## config.mk

```make
export PLATFORM = sky130hd
export DESIGN_NAME = count_event_qualifier
export DESIGN_NICKNAME = d
export VERILOG_FILES = /design/src/rtl/count_event_qualifier.sv
export SDC_FILE = /design/constraint.sdc
export NUM_CORES = 1
export LEC_CHECK = 0
export ABC_AREA = 1
export CORE_UTILIZATION = 52
export CTS_CLUSTER_DIAMETER = 200
export DETAILED_ROUTE_END_ITERATION = 10
export GPL_TIMING_DRIVEN = 0
export HOLD_SLACK_MARGIN = 0.06
export PLACE_DENSITY = 0.83
export SYNTH_ARGS = -nofsm -noshare
export SYNTH_HDL_FRONTEND = slang
export SYNTH_SLANG_ARGS = --single-unit
```

## constraint.sdc

```tcl
create_clock -name clock -period 1.7 [get_ports clock]
set_clock_uncertainty 0.1 [all_clocks]
set_input_delay 0.34 -clock clock [delete_from_list [all_inputs] [get_ports clock]]
set_output_delay 0.34 -clock clock [all_outputs]
set_load 0.005 [all_outputs]
```

## src/rtl/count_event_qualifier.sv

```systemverilog
// Event qualifier ahead of the up-counter: synchronizer, debounce FSM, rising-edge
// detect and a programmable prescaler producing single-cycle count strobes.
module count_event_qualifier #(
  parameter int unsigned SyncStages     = 2,
  parameter int unsigned DebounceCycles = 4,
  parameter int unsigned PrescaleWidth  = 8
) (
  input  logic                     clock,
  input  logic                     reset,
  input  logic                     event_i,
  input  logic                     enable,
  input  logic [PrescaleWidth-1:0] prescale,
  output logic                     level_o,
  output logic                     count
);

  localparam int unsigned CntW = $clog2(DebounceCycles + 1);
  localparam logic [CntW-1:0] DbLast = CntW'(DebounceCycles - 1);
  localparam logic [CntW-1:0] DbOne  = CntW'(1);
  localparam logic [PrescaleWidth-1:0] PcntOne = PrescaleWidth'(1);

  typedef enum logic [1:0] {
    S_LOW,
    S_RISE,
    S_HIGH,
    S_FALL
  } state_t;

  logic [SyncStages-1:0]    r_sync;
  logic                     w_sync_q;
  state_t                   r_state;
  state_t                   w_state_nxt;
  logic [CntW-1:0]          r_db_cnt;
  logic [CntW-1:0]          w_db_cnt_nxt;
  logic                     r_level;
  logic                     w_level_nxt;
  logic                     r_level_q;
  logic                     w_qual;
  logic [PrescaleWidth-1:0] r_pcnt;
  logic                     r_count;

  // Only r_sync[0] ever samples the asynchronous event line.
  always_ff @(posedge clock) begin
    if (reset) r_sync <= '0;
    else       r_sync <= {r_sync[SyncStages-2:0], event_i};
  end

  assign w_sync_q = r_sync[SyncStages-1];

  always_ff @(posedge clock) begin
    if (reset) begin
      r_state   <= S_LOW;
      r_db_cnt  <= '0;
      r_level   <= 1'b0;
      r_level_q <= 1'b0;
    end else begin
      r_state   <= w_state_nxt;
      r_db_cnt  <= w_db_cnt_nxt;
      r_level   <= w_level_nxt;
      r_level_q <= r_level;
    end
  end

  // With DebounceCycles == 1 the stable states switch directly, skipping RISE/FALL.
  always_comb begin
    w_state_nxt  = r_state;
    w_db_cnt_nxt = r_db_cnt;
    w_level_nxt  = r_level;
    case (r_state)
      S_LOW: begin
        if (w_sync_q) begin
          if (DebounceCycles == 1) begin
            w_state_nxt  = S_HIGH;
            w_level_nxt  = 1'b1;
            w_db_cnt_nxt = '0;
          end else begin
            w_state_nxt  = S_RISE;
            w_db_cnt_nxt = DbOne;
          end
        end
      end
      S_RISE: begin
        if (!w_sync_q) begin
          w_state_nxt  = S_LOW;
          w_db_cnt_nxt = '0;
        end else if (r_db_cnt == DbLast) begin
          w_state_nxt  = S_HIGH;
          w_level_nxt  = 1'b1;
          w_db_cnt_nxt = '0;
        end else begin
          w_db_cnt_nxt = r_db_cnt + DbOne;
        end
      end
      S_HIGH: begin
        if (!w_sync_q) begin
          if (DebounceCycles == 1) begin
            w_state_nxt  = S_LOW;
            w_level_nxt  = 1'b0;
            w_db_cnt_nxt = '0;
          end else begin
            w_state_nxt  = S_FALL;
            w_db_cnt_nxt = DbOne;
          end
        end
      end
      S_FALL: begin
        if (w_sync_q) begin
          w_state_nxt  = S_HIGH;
          w_db_cnt_nxt = '0;
        end else if (r_db_cnt == DbLast) begin
          w_state_nxt  = S_LOW;
          w_level_nxt  = 1'b0;
          w_db_cnt_nxt = '0;
        end else begin
          w_db_cnt_nxt = r_db_cnt + DbOne;
        end
      end
      default: begin
        w_state_nxt  = S_LOW;
        w_level_nxt  = 1'b0;
        w_db_cnt_nxt = '0;
      end
    endcase
  end

  assign w_qual = r_level & ~r_level_q;

  // >= rather than == so a live prescale drop below pcnt strobes on the next edge.
  always_ff @(posedge clock) begin
    if (reset) begin
      r_pcnt  <= '0;
      r_count <= 1'b0;
    end else begin
      r_count <= 1'b0;
      if (enable && w_qual) begin
        if (r_pcnt >= prescale) begin
          r_count <= 1'b1;
          r_pcnt  <= '0;
        end else begin
          r_pcnt <= r_pcnt + PcntOne;
        end
      end
    end
  end

  assign level_o = r_level;
  assign count   = r_count;

endmodule

```

## After elaboration in Yosys (flattened, before gate mapping)

Cells that the tools add are included.

- Flip-flop bits (word level): 18
- Bits of input ports: 12

- Reduce and logical (&&, ||, !) cells: 7
- Bitwise logic cells: 3
- Eq/ne operators: 12
- Add/sub/neg operators: 2
- Order comparisons: 1
- Multiplexer cells: 20

Operators by type and width:

| operator | count |
|---|---|
| 3-bit two-way mux | 5 |
| 2-bit two-way mux | 6 |
| 2-bit inequality test (second input constant) | 6 |
| 3-bit case mux with 4 select lines | 1 |
| 8-bit by 1-bit adder with 8-bit output (second input constant) | 1 |
| 8-bit greater-or-equal comparator | 1 |
| 8-bit two-way mux | 1 |
| 2-bit case mux with 4 select lines | 1 |
| 3-bit inequality test (second input constant) | 2 |
| 1-bit two-way mux | 5 |
| 5-bit AND reduction | 1 |
| 2-bit == test (second input constant) | 2 |
| 4-bit AND reduction | 1 |
| 3-bit by 1-bit adder with 3-bit output (second input constant) | 1 |
| 3-bit by 2-bit == test with 1-bit output (second input constant) | 1 |
| 2-bit by 1-bit == test with 1-bit output (second input constant) | 1 |
| 2-bit zero test | 1 |
| 1-bit inverter | 2 |
| 1-bit case mux with 2 select lines | 1 |
| 2-bit AND reduction | 1 |
| 2-bit nonzero test | 1 |
| 2-bit OR reduction | 1 |
| 1-bit AND | 1 |
| 1-bit logical AND | 1 |

## Logic depth before layout (Yosys ltp)

Gate-level depths: netlist of the first run.

- Depth in word-level cells: 5
- Mapped depth: 13

## Least setup slack after synthesis of the first run

No wires, ideal clock.

- Path kind: in2reg
- Start point: in prescale[7]
- End point: reg r_pcnt[0]
- Setup slack: 0.252 ns
- Data arrival time: 1.229 ns
- Stages on the path: 9
- Path through: inv_1 -> ha_1 -> nand2_1 -> nor2_1 -> nand4_1 -> nand3_1 -> nand2_1 -> nand2_1 -> nor2_1

- Cells in the longest elaborated chain, start to end: 2

Ends and longest elaborated chain:

| item | RTL line | RTL |
|---|---|---|
| start, declared | 12 | `input logic [PrescaleWidth-1:0] prescale,` |
| 8-bit greater-or-equal comparator | 136 | `if (r_pcnt >= prescale) begin` |
| 8-bit two-way mux | 136 |  |
| end signal, assigned | 140 | `r_pcnt <= r_pcnt + PcntOne;` |
| end, declared | 39 | `logic [PrescaleWidth-1:0] r_pcnt;` |

No other way between the ends.
A chain may end at the register's enable or synchronous reset.

## Worst setup path in the final report of the first run

- Start point: in prescale[1]
- End point: reg r_pcnt[5]

The elaborated chain is that of the path after synthesis.

==> results.sh, run 1 <==
export IMPL_ys_ff_latch=18
export IMPL_cp_startpoint="prescale[1]"
export IMPL_synth_area_um2=966
export IMPL_avgSynthCellArea_um2=7.55
export IMPL_worstPathArrival_ns=1.72
export IMPL_core_mm2=0.00173
export IMPL_maxCapViolCount=0
export IMPL_cpMostUsedCell="nand2_1"
export IMPL_cp_required_ns=1.78
export IMPL_setup_viol=0
export IMPL_critPathLaunchType="primary input"
export IMPL_synth_edff_count=0
export IMPL_via_count=795
export IMPL_place_area_mm2=0.00112
export IMPL_crit_slowest_cell="clkdlybuf4s50_1"
export IMPL_fin_crit_ns=1.64
export IMPL_synth_cells=128
export IMPL_synth_top_area_cell="dfxtp_1"
export IMPL_antenna_cells=0
export IMPL_final_area_mm2=0.00125
export IMPL_drt_iter0_drc=11
export IMPL_p_total_uw=695
export IMPL_antenna_found_initial=0
export IMPL_fin_ws_ns=0.0605
export IMPL_synth_most_common_cell="inv_1"
export IMPL_cts_max_level=1
export IMPL_relSlewSlack_pct=79.1
export IMPL_endpoint_kind="register"
export IMPL_cp_max_fo=7
export IMPL_worst_path_stages=12
export IMPL_final_nets=167
export IMPL_fmax_mhz=610
export IMPL_rows=15
export IMPL_gp_congestion=0.716
export IMPL_crit_family="simple AND/OR/NAND/NOR gates"
export IMPL_synth_cell_types=20
export IMPL_drcViolationCount=0
export IMPL_clock_sinks=18
export IMPL_gr_total_overflow=0
export IMPL_drtPass1Iterations=4
export IMPL_cts_root_buf="clkbuf_4"
export IMPL_cts_tree="built"
export IMPL_worstPathCellList="clkdlybuf4s50_1, inv_1, ha_4, nand2_1, nand2_1, nand2_2, nand2_1, nand2_1, nand3_2, nand2_2, nand2_4, nor2_2"
export IMPL_grt_pass1_vias=733
export IMPL_synth_flop_cell="dfxtp_1"
export IMPL_drive_above_1_share_pct=24.5
export IMPL_grt_max_degree=10
export IMPL_routed_via_density=4.73
export IMPL_cts_made_buffers=3
export IMPL_ant_nets=0
export IMPL_clkTransAtPathRegs_ns=0.10
export IMPL_cp_num_buf_inv=2
export IMPL_rr_worst_depth=8
export IMPL_clock_latency_ns=0.28
export IMPL_dp_hpwl_mm=1.18
export IMPL_io_pins=14
export IMPL_cts_hold_buf=0
export IMPL_area_delta_synth_final_pct=29.3
export IMPL_yosysSeqAreaShare_pct=37.3
export IMPL_maxSlewViolCount=0
export IMPL_die_w_um=45.1
export IMPL_leakage_uw=0.000564
export IMPL_dieArea_mm2=0.00203
export IMPL_status="finished clean"
export IMPL_crit_type="in2reg"
export IMPL_r2r_slack_ns=0.16
export IMPL_start_util_pct=55.9
export IMPL_grt_use_total_pct=19.0
export IMPL_io_buffers=12
export IMPL_p_per_area_mw_per_mm2=557
export IMPL_async_reset_ff_share_pct=0
export IMPL_timing_rr_start="r_pcnt[5]$_SDFFE_PP0P_"
export IMPL_routed_wl_mm=1.69
export IMPL_yosysWarnings=0
export IMPL_clockBufferDepth=2
export IMPL_rr_endpoint="r_pcnt[5]$_SDFFE_PP0P_"
export IMPL_n_fill_cell=132
export IMPL_slowest_delay_ns=0.45
export IMPL_yosys_top_cells_area="dfxtp_1 (37%), ha_1 (13%), inv_1 (9.7%), nand2_1 (8.9%), nor2_1 (7.0%)"
export IMPL_dieHeight_um=45.1
export IMPL_synthTopCellsByCount="inv_1 (25), nand2_1 (23), dfxtp_1 (18), nor2_1 (18), ha_1 (10)"
export IMPL_synth_fp_nets=150
export IMPL_synth_top_area_share_pct=37.3
export IMPL_min_delay_path_class="in2reg"
export IMPL_dp_slack_ns=-0.447
export IMPL_finalHoldViolations=0
export IMPL_worst_slew_pin_slew_ns=0.313
export IMPL_finish_utilization_pct=72.3
export IMPL_fin_setup_tns_ns=0
export IMPL_critPathCapture="r_pcnt[5]$_SDFFE_PP0P_"
export IMPL_post_route_period_util_pct=96.4
export IMPL_ir_worst_vdd_mv=0.514
export IMPL_wl_per_cell_um=10.1
export IMPL_grt_pass1_wl_mm=2.82
## what timing repair did
action                     CTS  global route
pin swaps                   15            12
gates cloned                 0             0
resized for setup           12            19
setup endpoints to repair    7            10
buffers inserted             0             0
## worst min-delay path by stage
stage	start	to	slack [ns]	cells past startpoint
final	reset	r_sync[0]$_SDFF_PP0_	0.28	2
after global routing	reset	r_sync[0]$_SDFF_PP0_	0.29	2
after CTS	reset	r_sync[0]$_SDFF_PP0_	0.28	2
after detailed placement	r_sync[0]$_SDFF_PP0_	r_sync[1]$_SDFF_PP0_	0.30	2
after global placement	r_sync[0]$_SDFF_PP0_	r_sync[1]$_SDFF_PP0_	0.30	2
after floorplan	r_sync[0]$_SDFF_PP0_	r_sync[1]$_SDFF_PP0_	0.29	2
## logic make-up (layout without fill, tap and decap cells)
group                      count (synthesis)  count (layout)  share of synthesized area [%]
AOI/OAI and AO/OA                          9               9                           5.18
and+or+nand+nor                           55              55                           26.4
adders and majority gates                 10              10                           13.0
xor gates and xnor gates                   8               8                           7.25
buffers and inverters                     28              43                           10.9
DFF                                       18              18                           37.3
## layout make-up
class                      count  area (µm²)  area share, %
timing repair buffer          12         119           9.52
inverter                      27         101           8.12
buffer                         1        3.75          0.301
sequential                    18         362           29.0
multi-input combinational     82         609           48.8
tap                           25        31.3           2.51
clock buffer                   3        22.5           1.80
## metal layers
| layer | GRT usage [%] | part of all wire, % |
|---|---|---|
| met4 | 7.27 | 0.71 |
| met3 | 2.40 | 3.4 |
| met5 | 0 | 0 |
| met2 | 34.2 | 51 |
| met1 | 22.7 | 45 |
## layout by cell type (no fill, tap or decap), types with 2 or more instances in the layout
cell type,count
clkbuf_4,3
inv_2,7
clkdlybuf4s50_1,8
dlygate4sd2_1,3
xnor2_1,3
nand3_1,5
nor2_2,10
nor2_4,2
o21ai_0,2
nand2_1,19
ha_1,5
nand2_2,3
a21oi_1,3
dfxtp_1,17
xor2_1,5
nand4_1,3
nor2_1,9
ha_4,5
inv_1,20
## stage by stage
stage	instances	hold slack, ns
after floorplan	128	0.288
after global placement	165	0.296
after detailed placement	165	0.305
after CTS	168	0.281
after global routing	168	0.289
final	168	0.280
## power by group
group,switching [µW],leakage (µW),internal [µW]
registers,2.84,0.000146,426
clock network,118,0.0000138,82.0
logic,33.4,0.000404,34.0
total,154,0.000564,541
## flip-flops by register name, summed over array words and instances (netlist names), named ones only
name / flops
r_state: 1
r_db_cnt: 3
r_level_q: 1
r_pcnt: 8
r_sync: 2
level_o: 1
count: 1
(Power assumes the default switching activity.)
==> inputs of run 2 (changes only) <==
Settings changed: SLEW_MARGIN set to 20.
==> results of run 2 <==
Same layout as run 1: the final DEF is identical, and so are final timing and power.
==> inputs of run 3 (changes only) <==
Settings changed: ABC_AREA 1 to not set, CORE_UTILIZATION 52 to 49, PLACE_DENSITY 0.83 to 0.79.
==> results.sh, run 3 <==
export IMPL_status="complete, but fails checks"
export IMPL_failed_checks="negative setup slack"
export IMPL_min_path_cells=1
export IMPL_dpl_cell_count=150
export IMPL_ys_ff_latch=18
export IMPL_synth_edff_count=0
export IMPL_grt_pass1_vias=848
export IMPL_fmax_mhz=529
export IMPL_synthTopCellsByCount="dfxtp_1 (18), nand2_1 (12), ha_1 (10), nor2_1 (10)"
export IMPL_rr_endpoint="r_pcnt[6]$_SDFFE_PP0P_"
export IMPL_slowest_delay_ns=0.35
export IMPL_clkTransAtPathRegs_ns=0.10
export IMPL_relSlewSlack_pct=71.5
export IMPL_synth_flop_cell="dfxtp_1"
export IMPL_clockBufferDepth=2
export IMPL_avgSynthCellArea_um2=9.26
export IMPL_area_delta_synth_final_pct=34.5
export IMPL_start_util_pct=51.9
export IMPL_async_reset_ff_share_pct=0
export IMPL_die_w_um=47.6
export IMPL_cts_max_level=1
export IMPL_gr_total_overflow=0
export IMPL_critPathLaunchType="register"
export IMPL_finalHoldViolations=0
export IMPL_r2r_slack_ns=-0.19
export IMPL_synth_area_mm2=0.00102
export IMPL_clock_latency_ns=0.28
export IMPL_final_nets=155
export IMPL_worst_slew_pin_slew_ns=0.428
export IMPL_endpoint_kind="register"
export IMPL_min_delay_start="r_sync[0]$_SDFF_PP0_"
export IMPL_yosys_top_cells_area="dfxtp_1 (35%), ha_1 (12%), o311ai_2 (6.4%), nand3_1 (4.4%), nand2_1 (4.4%)"
export IMPL_maxCapViolCount=0
export IMPL_fin_ws_ns=-0.190
export IMPL_crit_type="reg2reg"
export IMPL_yosysWarnings=0
export IMPL_leakage_uw=0.000535
export IMPL_grt_use_total_pct=21.0
export IMPL_drtPass1Iterations=4
export IMPL_cp_required_ns=1.79
export IMPL_rows=16
export IMPL_drive_above_1_share_pct=32.8
export IMPL_core_mm2=0.00196
export IMPL_fin_crit_ns=1.89
export IMPL_ant_nets=0
export IMPL_ir_worst_vdd_mv=0.432
export IMPL_post_route_period_util_pct=111
export IMPL_io_buffers=13
export IMPL_synth_most_common_cell="dfxtp_1"
export IMPL_gp_congestion=0.652
export IMPL_antenna_cells=0
export IMPL_dieArea_mm2=0.00226
export IMPL_routed_wl_mm=2.11
export IMPL_dieHeight_um=47.6
export IMPL_layout_commonest_cell="dfxtp_1"
export IMPL_cp_max_fo=6
export IMPL_rsz0062_at_grt="true"
export IMPL_n_fill_cell=167
export IMPL_synth_cells=110
export IMPL_cts_tree="built"
export IMPL_place_area_mm2=0.00118
export IMPL_drt_iter0_drc=9
export IMPL_cts_made_buffers=3
export IMPL_final_cell_mix="dfxtp_1 (13), nand2_1 (12), nor2_1 (9), dlygate4sd2_1 (8)"
export IMPL_antenna_found_initial=0
export IMPL_dp_slack_ns=-0.639
export IMPL_drcViolationCount=0
export IMPL_setup_viol=8
export IMPL_synth_top_area_cell="dfxtp_1"
export IMPL_reg_largest_list="r_pcnt (8), r_db_cnt (3), r_sync (2)"
export IMPL_regMostFlops="r_pcnt"
export IMPL_crit_slowest_cell="dfxtp_2"
export IMPL_cts_root_buf="clkbuf_4"
export IMPL_dp_hpwl_mm=1.44
export IMPL_grt_pass1_wl_mm=3.28
export IMPL_rr_worst_depth=7
export IMPL_cp_startpoint="r_pcnt[0]$_SDFFE_PP0P_"
export IMPL_synth_fp_nets=132
export IMPL_clock_sinks=18
export IMPL_min_delay_path_class="reg2reg"
export IMPL_final_area_mm2=0.00137
export IMPL_via_count=874
export IMPL_crit_family="compound AO/OA/AOI/OAI gates"
export IMPL_yosysSeqAreaShare_pct=35.4
export IMPL_timing_rr_start="r_pcnt[0]$_SDFFE_PP0P_"
export IMPL_wl_per_cell_um=13.3
export IMPL_maxSlewViolCount=0
export IMPL_stdcell_count=158
export IMPL_io_pins=14
export IMPL_synth_top_area_share_pct=35.4
export IMPL_routed_via_density=5.53
export IMPL_min_to="r_sync[1]$_SDFF_PP0_"
export IMPL_cp_num_buf_inv=1
export IMPL_grt_max_degree=11
export IMPL_largest_register_ffs=8
export IMPL_p_per_area_mw_per_mm2=555
export IMPL_worstPathArrival_ns=1.98
export IMPL_worstPathCellList="inv_2, ha_4, nand2b_4, a2111oi_4, o311a_4, nand2_8, o311ai_2"
export IMPL_synth_cell_types=32
[run 3: cell count changes after synthesis, moves of 3 or more]
cell | before | now
xnor2_1 | 3 | 0
o311ai_2 | 0 | 4
inv_1 | 25 | 9
nor2_1 | 18 | 10
nand3_1 | 6 | 9
nor2b_1 | 0 | 3
xor2_1 | 5 | 1
nand2_1 | 23 | 12
[run 3: layer usage]
layer	part of all wire, %	wire length [µm]	GRT usage (%)
met5	0	0	0
met4	4.0	84	11.7
met3	3.3	70	4.15
met2	48	1010	39.2
met1	45	947	21.7
[run 3: report_power, final]
| part | total [µW] | switching [µW] | internal, µW |
|---|---|---|---|
| logic | 121 | 55.7 | 65.5 |
| registers | 440 | 8.21 | 431 |
| clock network | 200 | 118 | 82.1 |
[run 3: metrics by stage]
step / hold WS [ns] / TNS (ns) / utilization, % / total power [µW]
after global routing: 0.384 / -2.06 / 69.8 / 809
after CTS: 0.358 / -1.30 / 68.5 / 766
final: 0.354 / -1.25 / 69.8 / 760
after detailed placement: 0.330 / -5.10 / 60.3 / 548
after global placement: 0.328 / -4.92 / 60.3 / 544
after floorplan: 0.314 / -0.575 / - / 506
[run 3: worst reg2reg max path, cell delays in order, from the launching register on]
cell and delay (ns):
dfxtp_2 0.35, inv_2 0.05, ha_4 0.22, nand2b_4 0.14, a2111oi_4 0.35, o311a_4 0.31, nand2_8 0.08, o311ai_2 0.21
[run 3: area by class of cell]
type / count / area, µm² / area share (%)
timing repair buffer: 18 / 165 / 12.1
buffer: 2 / 7.51 / 0.548
clock buffer: 3 / 22.5 / 1.64
inverter: 9 / 33.8 / 2.47
sequential: 18 / 367 / 26.8
multi-input combinational: 81 / 741 / 54.1
tap: 27 / 33.8 / 2.47
[run 3: how the worst max path moves through the flow]
stage / endpoint / slack [ns] / cells past startpoint
final: r_pcnt[6]$_SDFFE_PP0P_ / -0.19 / 7
after global routing: r_pcnt[5]$_SDFFE_PP0P_ / -0.30 / 7
after CTS: r_pcnt[6]$_SDFFE_PP0P_ / -0.23 / 7
after detailed placement: r_pcnt[6]$_SDFFE_PP0P_ / -0.64 / 7
after global placement: r_pcnt[5]$_SDFFE_PP0P_ / -0.61 / 7
after floorplan: r_pcnt[5]$_SDFFE_PP0P_ / -0.10 / 7
[run 3: what timing repair did]
item,in CTS,in global routing
setup endpoints to repair,9,10
resized for setup,30,6
setup buffers,5,0
pin swaps,18,7
hold buffers,0,0
[run 3: cells by family after synthesis]
kind of cell             Yosys count  synth area share (%)
AND/OR/NAND/NOR                   49                  26.0
AO/OA/AOI/OAI                     20                  20.4
flip-flops                        18                  35.4
buffers and inverters             11                  4.05
adder cells (fa/ha/maj)           10                  12.3
XOR/XNOR                           1                 0.860
multiplexers                       1                 0.983
==> variant 1: new RTL, config.mk and constraints of run 2 <==
Change the parameter `DebounceCycles` from 4 to 8.
--- a/src/rtl/count_event_qualifier.sv
+++ b/src/rtl/count_event_qualifier.sv
@@ -4,3 +4,3 @@
   parameter int unsigned SyncStages     = 2,
-  parameter int unsigned DebounceCycles = 4,
+  parameter int unsigned DebounceCycles = 8,
   parameter int unsigned PrescaleWidth  = 8
Formal check against the unedited RTL: not equivalent (Yosys sat finds a counterexample within 10 cycles, from zero or initial values and one cycle with reset high).
==> variant 1 against run 2 <==
Cell area grew 3.7%; worst hold slack gained 0.036 ns; synthesized area grew 8.7%; non-clock buffer count is the same; die area grew 8.3%; wire length grew 16%; sequential power grew 6.1%; largest power group unchanged; setup slack lost 0.017 ns; via count grew 10%; power grew 10%; sequential cell count grew 1.
==> variant 1: results (changes against run 2) <==
Clock tree
  • # resized after CTS: 2 (-10)
  • Clock Latency Late Sink: 0.30 ns (+0.02 ns)
  • Clock Tree Buf Depth: 2 (unchanged)
  • Reg clk slew, reported paths: 0.11 ns
  • # H-tree levels: 1 (unchanged)
  • CTS buffer count: 3 (unchanged)

Yosys
  • Syn nets: 162 (+8.0%)
  • Mean Syn Cell Area: 7.50 sq um (-0.64%)
  • Seq/Total Area, Yosys: 36.2% (-1.1 points)
  • Synth top cells by count: nand2_1 (32), inv_1 (24), dfxtp_1 (19)
  • Post-synth top flop: dfxtp_1
  • Ys Warns: 0 (unchanged)
  • Area contributors post-synth: dfxtp_1 (36%), ha_1 (12%), nand2_1 (11%)
  • Synth cell types: 23 (+15%)
  • FFs w/ async S/R, synth: 0% (unchanged)

Routing
  • M1 WL: 917 um (+20%)
  • Iteration-0 DRC Markers: 25 (+14)
  • Routed wl met2: 956 um (+12%)
  • Drt wl/cell: 10.9 um (+7.7%)
  • First-pass detailed-route iteration total: 4 (unchanged)
  • Met3 WL: 66 um (+14%)
  • Vias: 877 (+10%)
  • Uppermost layer routed: met4
  • Drt total wl: 1.97 mm (+16%)

Pwr
  • Clk pwr share: 30.5% (+1.8 points)
  • Sw Ratio: 24.9% (+2.7 points)
  • Peak VDD IR: 0.000441 V (-14%)
  • Internal power: 0.574 mW (+6.1%)
  • P_leak: 0.575 nW (+1.9%)
  • Seq group: 0.454 mW (+6.1%)

Layout
  • Largest registers: r_pcnt x8, r_db_cnt x4, r_sync x2
  • Diode count: 0 (unchanged)
  • Fin util: 71.9% (-0.44 points)
  • Fill count: 140 (+6.1%)
  • Share of layout cells above drive strength 1: 17.9% (-6.5 points)

Global route
  • Initial antenna violation count: 0 (unchanged)
  • First-pass GRT wire length: 3.08 mm (+9.3%)
  • Number of global-route vias before repair: 767 (+4.6%)
  • Largest net degree at the start of global routing: 12 (+2)
  • GRT Residual Overflow: 0 (unchanged)
  • Total GRT Usage: 20.3% (+1.4 points)

Place
  • RD Place Congestion: 0.724 (+1.1%)
  • Number of buffers added on ports: 12 (unchanged)
  • DPL Wire Length: 1.48 mm (+25%)
  • Placed cells: 177 (+7.3%)
  • Dpl cell area: 0.00120 sq mm (+7.5%)
  • Pre-CTS setup slack: -0.356 ns (+0.0912 ns)

Setup path
  • Worst EP arrival: 1.80 ns (+0.08 ns)
  • Largest fanout on the critical path: 8 (+1)

STA
  • Worst-Margin Slew: 0.466 ns (+0.153 ns)

Worst hold path
  • Hold crit path type: reg -> reg

Run status
  • Status: finished clean
[variant 1: cell count changes in the layout (fill, tap and decap cells not counted), moves of 3 or more]
cell / run 2 / this run
nor2_2: 10 / 2
nand4_1: 3 / 0
inv_2: 7 / 3
ha_4: 5 / 2
dlygate4sd2_1: 3 / 0
nor2_1: 9 / 15
nand2_1: 19 / 30
ha_1: 5 / 8
[variant 1: cell type report]
cell class                 count  share of cell area (%)
buffer                         1                   0.290
clock buffer                   3                    1.74
clock inverter                 1                   0.386
inverter                      25                    7.25
multi-input combinational     95                    48.5
sequential                    19                    29.6
tap                           25                    2.42
timing repair buffer          12                    9.86
[variant 1: worst paths after layout]
path | start | end | slack, ns | depth (start not counted)
worst min register to register | r_sync[0] | r_sync[1] | 0.32 | 2
worst max register to register | r_pcnt[3] | r_pcnt[2] | 0.12 | 10
worst max-delay path | prescale[7] | r_pcnt[2] | 0.04 | 9
worst min-delay path | r_sync[0] | r_sync[1] | 0.32 | 2
[variant 1: per-layer routing]
metal | up-vias | GRT usage (%)
li1 | 460 | -
met1 | 395 | 24.3
met2 | 18 | 34.2
met3 | 4 | 3.85
met4 | 0 | 11.4
met5 | - | 0
[variant 1: kinds of logic (layout without fill, tap and decap cells)]
logic type	after synthesis	in the layout	share of synthesized area (%)
flip-flops	19	19	36.2
AND/OR/NAND/NOR	66	66	29.6
XOR/XNOR	8	8	6.67
buffers and inverters	26	42	9.30
AO/OA/AOI/OAI	11	11	6.32
adder cells (fa/ha/maj)	10	10	11.9
[variant 1: worst max-delay path, cell delays in order]
cell             delay (ns)
clkdlybuf4s50_1        0.46
inv_1                  0.04
ha_1                   0.29
a21oi_1                0.16
o21a_1                 0.14
nand2_1                0.05
nand2_2                0.09
nand2_4                0.11
nor2_1                 0.12
==> variant 2: new RTL, settings of run 2 <==
Made on the original files. Reset style: asynchronous (`reset`), changed in 3 clocked blocks.
--- a/src/rtl/count_event_qualifier.sv
+++ b/src/rtl/count_event_qualifier.sv
@@ -42,3 +42,3 @@
   // Only r_sync[0] ever samples the asynchronous event line.
-  always_ff @(posedge clock) begin
+  always_ff @(posedge clock or posedge reset) begin
     if (reset) r_sync <= '0;
@@ -49,3 +49,3 @@
 
-  always_ff @(posedge clock) begin
+  always_ff @(posedge clock or posedge reset) begin
     if (reset) begin
@@ -128,3 +128,3 @@
   // >= rather than == so a live prescale drop below pcnt strobes on the next edge.
-  always_ff @(posedge clock) begin
+  always_ff @(posedge clock or posedge reset) begin
     if (reset) begin
Function: differs if reset is asserted again (counterexample within 10 cycles, from zero or initial values and one cycle with reset high); with reset held inactive, the same outputs for 10 cycles.
==> variant 2 against run 2 <==
Cell area up 4.4%; sequential cell count did not move; synthesized area increased by 12%; wire length is 11% higher; setup slack gained 0.014 ns.
Power is not compared: it rests on default switching activity, and its combinational part moved more than twofold at a synthesized area within 25%.
==> variant 2: results (changes against run 2) <==
Setup path
  • Critical Path End: r_pcnt[2]
  • RR Startpoint: r_pcnt[3]
  • Critical Path Start: prescale[7]
  • Worst EP arrival: 1.75 ns (+0.03 ns)
  • Delay-heaviest family, CP: buffers and inverters
  • Largest fanout on the critical path: 8 (+1)

Yosys
  • Gate Count Post-Synth: 139 (+8.6%)
  • Post-synth top area share: 41.7% (+4.4 points)
  • Area contributors post-synth: dfrtp_1 (42%), nand2_1 (13%), ha_1 (12%)
  • FFs w/ async S/R, synth: 100% (+100 points)
  • Post-synth top flop: dfrtp_1
  • Syn nets: 161 (+7.3%)
  • Seq/Total Area, Yosys: 41.7% (+4.4 points)
  • Synth top cells by count: nand2_1 (36), inv_1 (31), dfrtp_1 (18)

Global route
  • Largest net degree at the start of global routing: 19 (+9)
  • M3 GR Usage: 2.64% (+0.24 points)
  • First-pass GRT wire length: 2.89 mm (+2.4%)
  • Met2 Track Usage GR: 35.3% (+1.1 points)
  • Total GRT Usage: 18.7% (-0.25 points)
  • Global-route track usage on met1: 19.7% (-3.0 points)

Place
  • Pre-CTS setup slack: -0.287 ns (+0.160 ns)
  • DPL Wire Length: 1.49 mm (+26%)
  • RD Place Congestion: 0.818 (+14%)
  • Placed cells: 179 (+8.5%)
  • Number of buffers added on ports: 13 (+1)
  • Dpl cell area: 0.00124 sq mm (+11%)

Run status
  • Status: finished clean

Clock tree
  • Reg clk slew, reported paths: 0.11 ns
  • # resized after CTS: 0 (-12)

Routing
  • Vias: 878 (+10%)
  • Met3 WL: 33 um (-43%)
  • DR vias/cell: 4.77 (+0.84%)
  • Routed wl met2: 962 um (+12%)
  • Iteration-0 DRC Markers: 13 (+2)
  • Drt wl/cell: 10.2 um (+0.90%)
  • M1 WL: 851 um (+11%)

Worst hold path
  • Hold path startpoint: r_sync[0]
  • Hold crit path type: reg -> reg
  • WHS Endpoint: r_sync[1]
  • Worst hold stages: 0 (-2)

Layout
  • Fin nets: 180 (+7.8%)
  • Fill count: 178 (+35%)
  • Share of layout cells above drive strength 1: 9.55% (-15 points)

Pwr
  • Seq group: 0.682 mW
  • Comb group: 0.638 mW

STA
  • Worst hold margin: 0.265 ns (-0.0147 ns)
  • Worst-Margin Slew: 0.716 ns (+0.403 ns)
  • Final period util: 95.6% (-0.80 points)
==> variant 2: changes by cell type in the layout (fill, tap and decap cells not counted), sizes merged, moves of 3 or more <==
cell           change
xor2               -4
inv                +4
nand2             +14
clkdlybuf4s50      +5
dfrtp             +18
a21oi              +6
nor2              -10
dfxtp             -18
dlygate4sd2        -3
==> variant 2: logic make-up (layout without fill, tap and decap cells) <==
family                   after synthesis  after routing  share of synthesized area, %
AND/OR/NAND/NOR                       59             59                          24.0
buffers and inverters                 32             50                          11.8
AO/OA/AOI/OAI                         18             18                          9.38
flip-flops                            18             18                          41.7
adder cells (fa/ha/maj)               10             10                          11.6
XOR/XNOR                               2              2                          1.62
==> variant 2: final cells by class <==
class	count	area, sq um	share of cell area [%]
tap	27	33.8	2.59
clock buffer	4	36.3	2.78
sequential	18	450	34.5
inverter	31	116	8.93
timing repair buffer	14	138	10.6
multi-input combinational	89	518	39.7
buffer	1	11.3	0.864
